`src/rtl/simple_pipe_core.sv`:
```
// Three-stage (ID/EX/WB) core for the 8-bit, 4-register simple-pipe ISA.
// Define SIMPLE_PIPE_FWD_EN for full EX/WB bypass; otherwise RAW hazards stall ID.
module simple_pipe_core (
    input  logic       clk,
    input  logic       rst_n,
    input  logic [7:0] inst,
    input  logic       inst_valid,
    output logic       inst_ready,
    input  logic       stall,
    output logic [7:0] r0,
    output logic [7:0] r1,
    output logic [7:0] r2,
    output logic [7:0] r3,
    output logic       retire_valid,
    output logic [7:0] retire_inst
);

    typedef enum logic [1:0] {
        OpNop  = 2'b00,
        OpAdd  = 2'b01,
        OpSet  = 2'b10,
        OpNand = 2'b11
    } op_e;

    logic [7:0] rf_q [4];

    logic       ex_valid_q;
    op_e        ex_op_q;
    logic [1:0] ex_rd_q;
    logic [7:0] ex_a_q;
    logic [7:0] ex_b_q;
    logic [7:0] ex_inst_q;
    logic [7:0] ex_res;

    logic       wb_valid_q;
    op_e        wb_op_q;
    logic [1:0] wb_rd_q;
    logic [7:0] wb_res_q;
    logic [7:0] wb_inst_q;

    logic       retire_valid_q;
    logic [7:0] retire_inst_q;

    op_e        id_op;
    logic [1:0] id_rs1;
    logic [1:0] id_rs2;
    logic [1:0] id_rd;
    logic [7:0] id_a;
    logic [7:0] id_b;
    logic       hazard;
    logic       accept;
    logic       ex_writes;
    logic       wb_writes;

    assign id_op  = op_e'(inst[7:6]);
    assign id_rs1 = inst[5:4];
    assign id_rs2 = inst[3:2];
    assign id_rd  = inst[1:0];

    assign ex_writes = ex_valid_q && (ex_op_q != OpNop);
    assign wb_writes = wb_valid_q && (wb_op_q != OpNop);

    always_comb begin
        ex_res = 8'h00;
        unique case (ex_op_q)
            OpNop:  ex_res = 8'h00;
            OpAdd:  ex_res = ex_a_q + ex_b_q;
            OpSet:  ex_res = ex_a_q;
            OpNand: ex_res = ~(ex_a_q & ex_b_q);
            default: ex_res = 8'h00;
        endcase
    end

`ifdef SIMPLE_PIPE_FWD_EN
    always_comb begin
        id_a = rf_q[id_rs1];
        id_b = rf_q[id_rs2];
        // Youngest producer wins: EX result is newer than the one being written back.
        if (ex_writes && (ex_rd_q == id_rs1)) begin
            id_a = ex_res;
        end else if (wb_writes && (wb_rd_q == id_rs1)) begin
            id_a = wb_res_q;
        end
        if (ex_writes && (ex_rd_q == id_rs2)) begin
            id_b = ex_res;
        end else if (wb_writes && (wb_rd_q == id_rs2)) begin
            id_b = wb_res_q;
        end
        // SET carries its immediate through the A operand.
        if (id_op == OpSet) begin
            id_a = {4'b0000, inst[5:2]};
        end
    end

    assign hazard = 1'b0;
`else
    logic uses_src;

    always_comb begin
        id_a = rf_q[id_rs1];
        id_b = rf_q[id_rs2];
        if (id_op == OpSet) begin
            id_a = {4'b0000, inst[5:2]};
        end
    end

    assign uses_src = (id_op == OpAdd) || (id_op == OpNand);
    assign hazard   = uses_src &&
                      ((ex_writes && ((ex_rd_q == id_rs1) || (ex_rd_q == id_rs2))) ||
                       (wb_writes && ((wb_rd_q == id_rs1) || (wb_rd_q == id_rs2))));
`endif

    assign inst_ready = !stall && !hazard;
    assign accept     = inst_valid && inst_ready;

    always_ff @(posedge clk) begin
        if (!rst_n) begin
            for (int i = 0; i < 4; i++) begin
                rf_q[i] <= 8'h00;
            end
            ex_valid_q     <= 1'b0;
            ex_op_q        <= OpNop;
            ex_rd_q        <= 2'b00;
            ex_a_q         <= 8'h00;
            ex_b_q         <= 8'h00;
            ex_inst_q      <= 8'h00;
            wb_valid_q     <= 1'b0;
            wb_op_q        <= OpNop;
            wb_rd_q        <= 2'b00;
            wb_res_q       <= 8'h00;
            wb_inst_q      <= 8'h00;
            retire_valid_q <= 1'b0;
            retire_inst_q  <= 8'h00;
        end else if (stall) begin
            retire_valid_q <= 1'b0;
        end else begin
            ex_valid_q <= accept;
            if (accept) begin
                ex_op_q   <= id_op;
                ex_rd_q   <= id_rd;
                ex_a_q    <= id_a;
                ex_b_q    <= id_b;
                ex_inst_q <= inst;
            end
            wb_valid_q <= ex_valid_q;
            if (ex_valid_q) begin
                wb_op_q   <= ex_op_q;
                wb_rd_q   <= ex_rd_q;
                wb_res_q  <= ex_res;
                wb_inst_q <= ex_inst_q;
            end
            if (wb_writes) begin
                rf_q[wb_rd_q] <= wb_res_q;
            end
            retire_valid_q <= wb_valid_q;
            if (wb_valid_q) begin
                retire_inst_q <= wb_inst_q;
            end
        end
    end

    assign r0           = rf_q[0];
    assign r1           = rf_q[1];
    assign r2           = rf_q[2];
    assign r3           = rf_q[3];
    assign retire_valid = retire_valid_q;
    assign retire_inst  = retire_inst_q;

endmodule

```
`config.mk`:
```
export PLATFORM = sky130hd
export DESIGN_NAME = simple_pipe_core
export DESIGN_NICKNAME = d
export VERILOG_FILES = /design/src/rtl/simple_pipe_core.sv
export SDC_FILE = /design/constraint.sdc
export NUM_CORES = 1
export LEC_CHECK = 0
export BUFFER_PORTS_ARGS = -buffer_cell sky130_fd_sc_hd__buf_2
export CAP_MARGIN = 20
export CORE_ASPECT_RATIO = 1.5
export CORE_MARGIN = 4
export CORE_UTILIZATION = 55
export CTS_CLUSTER_SIZE = 40
export DETAILED_ROUTE_END_ITERATION = 8
export HOLD_SLACK_MARGIN = 0.02
export PLACE_DENSITY = 0.76
export RECOVER_POWER = 50
export SLEW_MARGIN = 20
export SYNTH_ARGS = -nofsm -noshare
export SYNTH_HDL_FRONTEND = slang
export SYNTH_SLANG_ARGS = --single-unit
```
`constraint.sdc`:
```
create_clock -name clk -period 3.29 [get_ports clk]
set_input_delay 0.658 -clock clk [delete_from_list [all_inputs] [get_ports clk]]
set_output_delay 0.658 -clock clk [all_outputs]
set_load 0.02 [all_outputs]
```
Yosys cells after proc, flatten, opt, wreduce, memory -nomap -nowiden:

Memory sizes are Yosys's and may differ from the RTL's. A register that Yosys moved wholly into a read port is not among the register bits.
Cells that the tools add are included.

* flip-flop bits (word level): 51
* memory bits (writable): 32
* memories kept: 1

* add/sub/neg operators: 1
* equal/unequal tests: 10
* multiplexer cells: 10
* bitwise logic cells: 4
* reductions and logical operators: 22

Memories
* rf_q: depth 4, width 8, rd ports 6, clocked after memory_dff 1, write ports 4, RTL line 25 `logic [7:0] rf_q [4];`

Operators by type and width (number)
* one-hot mux 8 bit (4 select lines): 1
* two-way mux 8 bit: 2
* adder 8 bit: 1
* AND 8 bit: 1
* == test 2 bit: 4
* == test 2 bit, second input constant: 4
* inverter 8 bit: 1
* OR reduction 8 bit: 1
* logical AND 1 bit: 7
* two-way mux 1 bit: 6
* AND reduction 2 bit: 3
* == test 2 x 1 -> 1 bit, second input constant: 2
* logical OR 1 bit: 4
* nonzero test 2 bit: 2
* zero test 1 bit: 3
* zero test 2 bit: 1
* two-way mux 2 bit: 1
* inverter 1 bit: 2
* OR reduction 2 bit: 1

Depth between registers and ports, before layout:

* word-level depth: 9
* mapped depth: 7
* depth with buffers taken out: 7

Least setup slack after synthesis:

No wires, ideal clock.

* path type: input to register
* start: input stall
* end: memory rf_q[2][0], enable pin
* library setup time: 334 ps
* arrival time: 1965 ps
* data required time: 2956 ps
* path slack: 990 ps
* stages: 6
* buffers on the path: 1
* cells stage by stage: nand2b_1 > buf_2 > nor2_4 > nand2_1 > nor3b_1 > nand2b_1

RTL lines
* start, declared: RTL line 9 `input logic stall,`
* end, declared: RTL line 25

==> summary.txt <==
GRT
  – GRT Residual Overflow: 0
  – Grt met1 use: 28.15%
  – Global-route wire length before repair: 16.43 mm
  – Tot GR Track Use: about a quarter
  – GRT Max-Usage Layer: met2
  – GR Util met2: 41.58%
  – Initial antenna violation count: 0
  – Vias in the first global route: approximately 3100
  – Largest net degree at the start of global routing: 38
  – Met3 GRT Util: 6.378%

Floorplanning
  – Core area: 7274 um^2
  – Starting Density: 56.90%
  – FP Rows: 38
  – Die Y: 114.2 um
  – Die ar.: 9006 um^2
  – Chip Width: around 80 um
  – I/O pin total: 54

Finish
  – Most frequent cells in the layout: 81 x nand2_1, 51 x dfxtp_1, 45 x clkbuf_1, 36 x a21oi_1, 32 x edfxtp_1
  – Layout area overhead: 11.52%
  – Layout Utilization: between 60% and 70%
  – Post-layout net count: around 470
  – Commonest non-fill, non-tap cell in the layout: nand2_1
  – Non-Filler Instances: 553
  – Antenna diode count: 0
  – Share of cells above drive strength 1: 11.04%

Timing
  – Post-layout min period: 2.757 ns
  – Fmax: 362.7 MHz
  – RSZ-0062 raised after global routing: false
  – Skew final: around 0.0094 ns
  – Worst Max-Slew Pin Slew: approximately 0.78 ns
  – Setup TNS: 0 ns
  – Tcrit/Tclk final: 83.81%
  – Final hold violation count: 0
  – Final setup viols: 0
  – Final Max Slew Viols: 0
  – Final WS setup: 0.5327 ns
  – Slew HR: 47.83%

Clock tree
  – Hold Buf Count CTS: 0
  – Clock Latency Late Sink: 0.37 ns
  – CTS Buffer Depth: 2
  – H-tree depth: 3
  – Clk pin slew, worst setup/hold paths: 0.08 ns
  – Inserted Clock Buffers: 9
  – Setup bufs post-CTS: 0
  – Root buf cell: clkbuf_8
  – Post_cts resized: 0
  – CTS tree: built
  – Clock sink count: 83

Hold path
  – WHS Endpoint: retire_inst[2]$_SDFFE_PN0P_
  – Hold path depth: 2
  – Hold path startpoint: wb_inst_q[2]$_SDFFE_PN0P_
  – Hold Path Class: reg2reg

Synth
  – Yosys warnings: 0
  – Syn_area_per_cell: 10.27 um^2
  – Prevailing post-synth register cell: dfxtp_1
  – Net Count, Synth: 424
  – EDFF count, synth: 32
  – Async SR Flop Fraction: 0%
  – Synthesized area: 4139 um^2
  – Seq/Total Area, Yosys: 47.88%
  – Yosys reg bits: 83
  – Synth unique cells: 40
  – Post-synthesis cell count: slightly above 400

Route
  – Drt first-iter violations: about 210
  – DR vias: approximately 3200
  – DRC Markers: 0
  – Via density: 5.783
  – Routed WL: 10.32 mm
  – Drt wl/cell: 18.66 um
  – DR pass1 iterations: 5
  – Antenna viol nets, final: 0

Outcome
  – Status: completed

Worst setup path
  – Reg-to-Reg End: rf_q[2][6]$_SDFFCE_PN0P_
  – WP data required: around 3.3 ns
  – CP endpoint kind: flop
  – Slack of the worst reg-to-reg path: 0.76 ns
  – Reg2reg start: wb_valid_q$_SDFFE_PN0N_
  – CP arrival: 2.78 ns
  – Crit path max fanout: 10
  – R2r worst-path depth: 6
  – Startpoint Class: input pin
  – WS Path Type: in2reg

Run
  – Maxcap violations: 0

Placed design
  – Post-DP HPWL: between 7 and 8 mm
  – Placed Cells: 537
  – Port-buffer cells: 53
  – GP Congestion: 0.8747
  – Pre-CTS setup slack: 0.5804 ns

Power and ir drop
  – Static Leak: ~1.9 nW
  – VDD IR max: about 440 uV
  – Total power: 2.127 mW
  – Pwr dens: roughly 460 nW/um^2
## state kept, by name (all words and copies together) (netlist names)
register / flops
ex_inst_q: 5
ex_b_q: 8
retire_inst: 8
wb_op_q: 2
wb_valid_q: 1
wb_inst_q: 5
ex_valid_q: 1
wb_rd_q: 1
ex_rd_q: 1
wb_res_q: 8
rf_q: 32
ex_op_q: 2
ex_a_q: 8
retire_valid: 1
## layout make-up
class,instances,area [um^2]
repair buffers,62,269.0
flip-flops and latches,83,1982
clock buffers,13,201.4
clock inverters,3,15.01
fillers,600,2659
inverters,2,7.507
well taps,100,125.1
multi-input cells,290,2016
## critical path: stages
cell and delay, ns:
clkbuf_1 0.18, nand2b_1 0.21, nor2_1 0.52, nand2_1 0.23
nor3b_1 0.24, clkbuf_1 0.30, nand2b_1 0.43
## per-layer routing
metal / routed length (um) / share of wire, % / up-vias
met1: 4025 / 39 / 1559
li1: - / - / 1521
met4: 450 / 4.4 / 0
met3: 513 / 5.0 / 31
met5: 0 / 0 / -
met2: 5328 / 52 / 87
## how the worst max path moves through the flow
stage | cells past startpoint | from | endpoint
after global routing | 7 | stall | rf_q[2][0]$_SDFFCE_PN0P_
after global placement | 5 | inst[4] | inst_ready
after floorplan | 6 | stall | rf_q[2][0]$_SDFFCE_PN0P_
after detailed placement | 5 | inst[4] | inst_ready
final | 7 | stall | rf_q[2][6]$_SDFFCE_PN0P_
after CTS | 5 | inst[4] | inst_ready
## synth_stat cells, types with 3 or more instances
master / number / area share [%]
nand3_1: 7 / 0.85
o21ai_0: 9 / 1.1
ha_1: 8 / 2.4
a21o_1: 5 / 0.91
a22oi_1: 3 / 0.54
nor2_1: 12 / 1.1
mux4_2: 14 / 7.6
clkbuf_1: 16 / 1.5
and2_1: 24 / 3.6
a311oi_1: 5 / 1.1
nor2b_1: 5 / 0.76
nor3_1: 4 / 0.48
nand2b_1: 7 / 1.1
xor2_1: 10 / 2.1
edfxtp_1: 32 / 23
nand2_1: 81 / 7.3
buf_1: 5 / 0.45
buf_2: 5 / 0.60
a21oi_1: 36 / 4.4
dfxtp_1: 51 / 25
o211ai_1: 3 / 0.54
and3_1: 8 / 1.2
mux2i_1: 30 / 7.3
nor3b_1: 3 / 0.54
## kinds of logic after synthesis
logic type	after synthesis	synth area share (%)
XOR/XNOR	12	2.539
adder cells (fa/ha/maj)	9	2.902
AO/OA/AOI/OAI	67	10.10
buffers and inverters	30	3.234
multiplexers	45	15.15
flip-flops	83	47.88
AND/OR/NAND/NOR	157	18.20
## stage by stage
stage / hold slack (ns) / instance area (um^2)
floorplan: 0.4321 / 4139
global placement: 0.4411 / 4471
detailed placement: 0.4445 / 4471
CTS: 0.4562 / 4687
global route: 0.4800 / 4616
finish: 0.4550 / 4616
## where the power goes
part	switching [mW]	internal [mW]	total [mW]	leakage, nW
clock network	0.370	0.404	0.774	0.115
logic	0.134	0.0849	0.219	0.999
registers	0.0362	1.10	1.13	0.745
Power figures use the tool's default switching activity.
